===== config.mk =====
export PLATFORM = sky130hd
export DESIGN_NAME = arm_trig_capture
export DESIGN_NICKNAME = d
export VERILOG_FILES = /design/src/rtl/arm_trig_capture.sv
export SDC_FILE = /design/constraint.sdc
export NUM_CORES = 1
export LEC_CHECK = 0
export ABC_AREA = 1
export CORE_MARGIN = 4
export CORE_UTILIZATION = 50
export DETAILED_ROUTE_END_ITERATION = 8
export PLACE_DENSITY = 0.76
export SLEW_MARGIN = 20
export SYNTH_ARGS = -nofsm -noshare
export SYNTH_HDL_FRONTEND = slang
export SYNTH_SLANG_ARGS = --single-unit
export TNS_END_PERCENT = 10

===== constraint.sdc =====
create_clock -name clk -period 3.1 [get_ports clk]
set_input_delay 0.62 -clock clk [delete_from_list [all_inputs] [get_ports clk]]
set_output_delay 0.62 -clock clk [all_outputs]
set_load 0.1 [all_outputs]

===== src/rtl/arm_trig_capture.sv =====
// Armed trigger capture controller.
// Waits in ARMED for a masked (level or rising-edge) trigger, waits a
// programmable delay, then drives a capture pulse of programmable width.
// delay/width are latched at the triggering edge so later changes on the
// inputs do not disturb an operation already in flight. abort returns to
// IDLE from anywhere. It takes priority over arm, trigger and counter expiry.
// Handshake: none. All inputs are sampled on every rising clk edge. All
// outputs are registered, so a change on an input shows up one edge later.
module arm_trig_capture #(
  parameter int NCH = 4,
  parameter int CW  = 8
) (
  input  logic           clk,
  input  logic           rst,
  input  logic           arm,
  input  logic           abort,
  input  logic [NCH-1:0] trigger,
  input  logic [NCH-1:0] trig_mask,
  input  logic           edge_mode,
  input  logic [CW-1:0]  delay,
  input  logic [CW-1:0]  width,
  input  logic           auto_rearm,
  output logic           capture,
  output logic           armed,
  output logic [NCH-1:0] trig_src,
  output logic [CW-1:0]  evt_count,
  output logic [1:0]     dbg_state
);

  localparam logic [1:0] S_IDLE    = 2'd0;
  localparam logic [1:0] S_ARMED   = 2'd1;
  localparam logic [1:0] S_DELAY   = 2'd2;
  localparam logic [1:0] S_CAPTURE = 2'd3;

  localparam logic [CW-1:0] ONE = {{(CW-1){1'b0}}, 1'b1};

  logic [1:0]     state, state_nx;
  logic [NCH-1:0] trig_prev;
  logic [NCH-1:0] qual;
  logic [NCH-1:0] hits;
  logic           hit;
  logic [CW-1:0]  cnt, cnt_nx;
  logic [CW-1:0]  width_q, width_nx;
  logic [NCH-1:0] src_nx;
  logic           evt_inc;

  // The counter holds "cycles remaining minus one", so a width of 0 behaves as 1.
  function automatic logic [CW-1:0] len_m1(input logic [CW-1:0] w);
    return (w == '0) ? '0 : (w - ONE);
  endfunction

  assign dbg_state = state;

  // Next-state, counter and latch decisions. abort overrides everything else.
  always_comb begin
    qual     = edge_mode ? ~trig_prev : '1;
    hits     = trigger & trig_mask & qual;
    hit      = |hits;
    state_nx = state;
    cnt_nx   = cnt;
    width_nx = width_q;
    src_nx   = trig_src;
    evt_inc  = 1'b0;
    if (abort) begin
      state_nx = S_IDLE;
      cnt_nx   = '0;
    end else begin
      case (state)
        S_IDLE: begin
          if (arm) state_nx = S_ARMED;
        end
        S_ARMED: begin
          if (hit) begin
            src_nx   = hits;
            width_nx = width;
            if (delay != '0) begin
              state_nx = S_DELAY;
              cnt_nx   = delay - ONE;
            end else begin
              state_nx = S_CAPTURE;
              cnt_nx   = len_m1(width);
              evt_inc  = 1'b1;
            end
          end
        end
        S_DELAY: begin
          if (cnt == '0) begin
            state_nx = S_CAPTURE;
            cnt_nx   = len_m1(width_q);
            evt_inc  = 1'b1;
          end else begin
            cnt_nx = cnt - ONE;
          end
        end
        default: begin
          if (cnt == '0) begin
            state_nx = auto_rearm ? S_ARMED : S_IDLE;
          end else begin
            cnt_nx = cnt - ONE;
          end
        end
      endcase
    end
  end

  // State and output registers. capture and armed are decoded from the next state.
  always_ff @(posedge clk or posedge rst) begin
    if (rst) begin
      state     <= S_IDLE;
      cnt       <= '0;
      width_q   <= '0;
      trig_prev <= '0;
      trig_src  <= '0;
      evt_count <= '0;
      capture   <= 1'b0;
      armed     <= 1'b0;
    end else begin
      state     <= state_nx;
      cnt       <= cnt_nx;
      width_q   <= width_nx;
      trig_prev <= trigger;
      trig_src  <= src_nx;
      if (evt_inc) evt_count <= evt_count + ONE;
      capture   <= (state_nx == S_CAPTURE);
      armed     <= (state_nx == S_ARMED);
    end
  end

endmodule


After elaboration in Yosys (flattened, before gate mapping)
Cells that the tools add are included.
{ "totals": {"register_bits": 36, "output_inout_bits": 16, "in_bits": 30} }
{ "op_classes": {"eq_ne": 7, "mux": 22, "bitwise_logic": 4, "n_addsub": 5, "reduce_logical": 8} }
{ "op_table": {"columns": ["op", "n"], "rows": [
  ["$mux W8", 7],
  ["$sub A8 B1 Y8 const B", 4],
  ["$logic_not A8 Y1", 3],
  ["$pmux W8 S3", 1],
  ["$mux W2", 5],
  ["$add A8 B1 Y8 const B", 1],
  ["$and A4 B4 Y4", 2],
  ["$reduce_bool A8 Y1", 1],
  ["$mux W1", 6],
  ["$pmux W2 S3", 1],
  ["$reduce_and A3 Y1", 2],
  ["$eq A2 B1 Y1 const B", 2],
  ["$eq A2 B2 Y1 const B", 2],
  ["$mux W4", 1],
  ["$ne A4 B2 Y1 const B", 1],
  ["$not A4 Y4", 1],
  ["$reduce_or A4 Y1", 1],
  ["$ne A3 B3 Y1 const B", 1],
  ["$logic_not A2 Y1", 1],
  ["$ne A2 B2 Y1 const B", 1],
  ["$pmux W1 S2", 1],
  ["$not A1 Y1", 1]
]} }

Logic depth before layout (Yosys ltp)
{ "logic_depth": {"depth_word": 8, "mapped_depth": 13} }

Worst setup path after synthesis
OpenSTA, ideal clock, no wires.
{ "synth_path": {"kind": "reg2reg", "from": "register state[1], in the netlist dbg_state[1]", "to": "register cnt[5]", "path_stages_with_launch": 10, "arrival_time_ns": 2.179, "path_buffers": 0, "synth_period_minus_slack_ns": 2.296, "setup_slack_ns": 0.804, "path_cell_list": "dfrtp_1 > inv_1 > ha_1 > inv_1 > a21oi_1 > o21ai_2 > nand2_2 > clkinv_2 > nand2_1 > nand2_1"} }
{ "synth_via": {"elab_chain_cells": 3, "elab_cells_between_ends": 9, "classes_between": "eq/ne (5); mux (2); reduce/logical (2)"} }
{ "synth_lines": {"columns": ["item", "line_no", "rtl"], "rows": [
  ["from (decl)", "37", "logic [1:0] state, state_nx;"],
  ["from (signal assigned)", "118", "state <= state_nx;"],
  ["$eq A2 B2 Y1, or another cell as far along", "68", "case (state)"],
  ["$ne A4 B2 Y1 (no source line), or another cell as far along", null, null],
  ["$reduce_and A3 Y1 (no source line) or $mux W8 (tied branches)", null, null],
  ["to (signal assigned)", "119", "cnt <= cnt_nx;"],
  ["to (decl)", "42", "logic [CW-1:0] cnt, cnt_nx;"]
]} }
Parallel ways exist; a longest one is shown, timed or not.
A chain may end at the register's enable or synchronous reset.

Final worst setup path
{ "layout_path": {"from": "register cnt[0]", "to": "register evt_count[6]"} }
{ "layout_via": {"elab_chain_cells": 4} }
{ "layout_lines": {"columns": ["item", "line_no", "rtl"], "rows": [
  ["$logic_not A8 Y1", "87", "if (cnt == '0) begin"],
  ["$mux W1", "87", null],
  ["$pmux W1 S2", "68", null],
  ["$mux W1", "64", "if (abort) begin"],
  ["to (signal assigned)", "123", "if (evt_inc) evt_count <= evt_count + ONE;"],
  ["to (decl)", "26", "output logic [CW-1:0] evt_count,"]
]} }
Every way passes these cells.

==> flow_metrics.py <==
metrics = {
    "status": {
        "status": "finished, final reports clean",
    },
    "timing": {
        "fin_crit_sh": 0.713,
        "tightest_slew_ns": 0.528,
        "fmax_ghz": 0.452,
        "relSlewSlack": 0.648,
        "hold_violations": 0,
        "rsz0062_at_grt": "false",
        "slew_violations": 0,
        "finalSetupTns_ns": 0,
        "fin_crit_ns": 2.21,
        "fin_skew_ns": 0.00565,
        "setup_viol": 0,
        "setup_ws_ns": 0.890,
    },
    "placement": {
        "place_ws_ns": 0.584,
        "port_buffers": 45,
        "placed_area_mm2": 0.00317,
        "gp_congestion": 0.880,
        "dp.cells": 490,
        "dp_hpwl_um": 4790,
    },
    "detailed_routing": {
        "drt_iter0_drc": 160,
        "viasPerCell": 5.19,
        "via_count": 2584,
        "detail_route.wl_per_cell_um": 12.3,
        "antenna_left": 0,
        "drc": 0,
        "wirelength_um": 6150,
        "drtPass1Iterations": 5,
    },
    "setup_path": {
        "end_kind": "flop",
        "critical_path.max_stage_delay_ns": 0.42,
        "cp_top_family": "simple AND/OR/NAND/NOR gates",
        "critPathLaunchType": "flop",
        "r2r_start": "cnt[0]",
        "r2r-end": "evt_count[6]",
        "critPathArrivalTime_ns": 2.39,
        "rrSetupSlack_ns": 0.89,
        "setup.worst_path.class": "reg -> reg",
        "reg2regPathDepth": 9,
        "cp_slowest_cell": "dfrtp_1",
        "path_cells": "inv_1, ha_1, nand3_2, nor2_2, nand2_1, nand2_4, nand3_2, nand2_1, o21ai_2",
        "cp.required_ns": 3.28,
        "path_depth": 9,
        "cp_num_buf_inv": 1,
        "crit_end": "evt_count[6]",
        "worstSetupStartpoint": "cnt[0]",
        "cp_max_fo": 13,
    },
    "die": {
        "start_util": 0.524,
        "die_w_um": 81.6,
        "fp.coreArea_mm2": 0.00517,
        "die_y_um": 81.6,
        "ioPinCount": 46,
        "num_rows": 26,
        "die_area_mm2": 0.00666,
    },
    "global_routing": {
        "grt_pass1_wl_um": 10700,
        "antenna_found_initial": 0,
        "grt_pass1_vias": 2404,
        "grt_max_degree": 37,
        "grtUsageTotal": 0.204,
        "overflow": 0,
    },
    "min_path": {
        "hold_start": "trig_src[0]",
        "hold_class": "reg -> reg",
    },
    "clocking": {
        "path_clk_slew_ns": 0.07,
        "clockBufferDepth": 2,
        "cts_root_buf": "clkbuf_8",
        "postCtsSetupBuffers": 0,
        "htreeDepth": 2,
        "clock-sinks": 36,
        "worstSkewPairLatency_ns": 0.29,
        "cts_tree": "yes",
        "hold_buffers": 0,
        "cts_resized": 0,
        "cts_buffers": 5,
    },
    "pwr": {
        "power_frac_clock": 0.167,
        "power_density_mw_per_mm2": 826,
        "switchingPower_mw": 1.37,
        "internal-power_mw": 1.35,
        "p_total_mw": 2.73,
        "p_leak_nw": 1.61,
        "irDropWorstVdd_mv": 0.621,
        "switching_share": 0.504,
        "pwr-share-comb": 0.573,
        "seqPwrFrac": 0.260,
    },
    "cells_and_area": {
        "final_cell_mix": "94 x nand2_1, 59 x nand3_1, 46 x inv_1, 36 x dfrtp_1, 29 x clkdlybuf4s50_1",
        "area_growth_pct": 21.8,
        "layout_commonest_cell": "nand2_1",
        "stdcell_area_mm2": 0.00330,
        "multi_input_area_mm2": 0.00156,
        "diodes": 0,
        "seqCellArea_um2": 901,
        "final.fill_count": 465,
        "num-nets-final": 468,
        "drive_above_1_share": 0.157,
        "layoutNonFillerInstCount": 498,
    },
    "logic_synthesis": {
        "yosysSeqAreaShare": 0.333,
        "yosysWarnings": 0,
        "synthesis.nets": 422,
        "synthCells": 381,
        "ys_types": 35,
        "syn_area_mm2": 0.00271,
        "ys_ff_latch": 36,
        "avgSynthCellArea_um2": 7.11,
    },
    "run": {
        "drv_cap": 0,
    },
}
-- how the worst min path moves through the flow --
stage | end | slack, ns | cells after the start
after floorplan | width_q[0] | 0.47 | 2
after global placement | trig_src[1] | 0.48 | 2
after detailed placement | trig_src[0] | 0.48 | 2
after CTS | trig_src[1] | 0.50 | 2
after global routing | width_q[0] | 0.55 | 2
final | trig_src[0] | 0.50 | 2
-- layer usage --
layer  share of wire  GRT usage  up-vias
met1            0.47      0.283     1179
met3           0.051     0.0450        9
met4           0.012     0.0482        0
met2            0.47      0.323       72
li1                -          -     1324
met5               0          0        -
-- worst reg2reg max path, cell delays in order, from the launching register on --
cell and delay [ns]:
dfrtp_1 0.42, inv_1 0.11, ha_1 0.23, nand3_2 0.13, nor2_2 0.42, nand2_1 0.17, nand2_4 0.11, nand3_2 0.26
nand2_1 0.18, o21ai_2 0.06
-- kinds of logic (layout without fill, tap and decap cells) --
family | Yosys count | count (layout) | share of synthesized area
compound gates | 43 | 43 | 0.0947
flops | 36 | 36 | 0.333
simple gates | 216 | 216 | 0.384
fa+ha+maj | 11 | 11 | 0.0508
xor+xnor | 14 | 14 | 0.0453
buf+inv | 61 | 108 | 0.0924
-- power groups by stage --
stage	Combinational, mW	Sequential, mW	Clock, mW
after floorplan	0.882	1.05	0
after global placement	1.53	0.715	0
after detailed placement	1.54	0.716	0
after CTS	1.56	0.708	0.461
after global routing	1.73	0.731	0.479
final	1.56	0.708	0.456
-- cell usage after synthesis, drive strengths merged --
cell / number / share of area
xnor2: 9 / 0.029
nand3b: 2 / 0.0055
nand3: 65 / 0.13
clkinv: 2 / 0.0051
nand4: 7 / 0.016
inv: 52 / 0.072
o21a: 1 / 0.0028
nor2: 33 / 0.059
a21oi: 4 / 0.0074
or2: 3 / 0.0069
buf: 6 / 0.014
dfrtp: 36 / 0.33
o21ai: 32 / 0.067
and2: 1 / 0.0023
nor3: 1 / 0.0037
clkbuf: 1 / 0.0014
xor2: 5 / 0.016
a221oi: 1 / 0.0032
o211ai: 3 / 0.0083
o21bai: 2 / 0.0055
nand2: 104 / 0.16
ha: 11 / 0.051
-- stage by stage --
stage           util  hold WS, ns
2_1_floorplan      -        0.475
3_3_place_gp   0.613        0.476
3_5_place_dp   0.613        0.481
4_1_cts        0.638        0.500
5_1_grt        0.638        0.546
6_report       0.638        0.496
-- final cells by class --
cell class | count | area share
Timing Repair Buffer | 46 | 0.127
Sequential cell | 36 | 0.273
Tap cell | 70 | 0.0265
Clock buffer | 7 | 0.0292
Inverter | 54 | 0.0633
Multi-Input combinational cell | 284 | 0.472
Clock inverter | 1 | 0.00910
-- state kept, by name (all words and copies together), names as in the netlist --
| signal | cells |
|---|---|
| evt_count | 8 |
| cnt | 8 |
| width_q | 8 |
| trig_prev | 4 |
| trig_src | 4 |
| dbg_state | 2 |
| capture | 1 |
| armed | 1 |
Note: power is estimated with default switching activity, not from simulation.
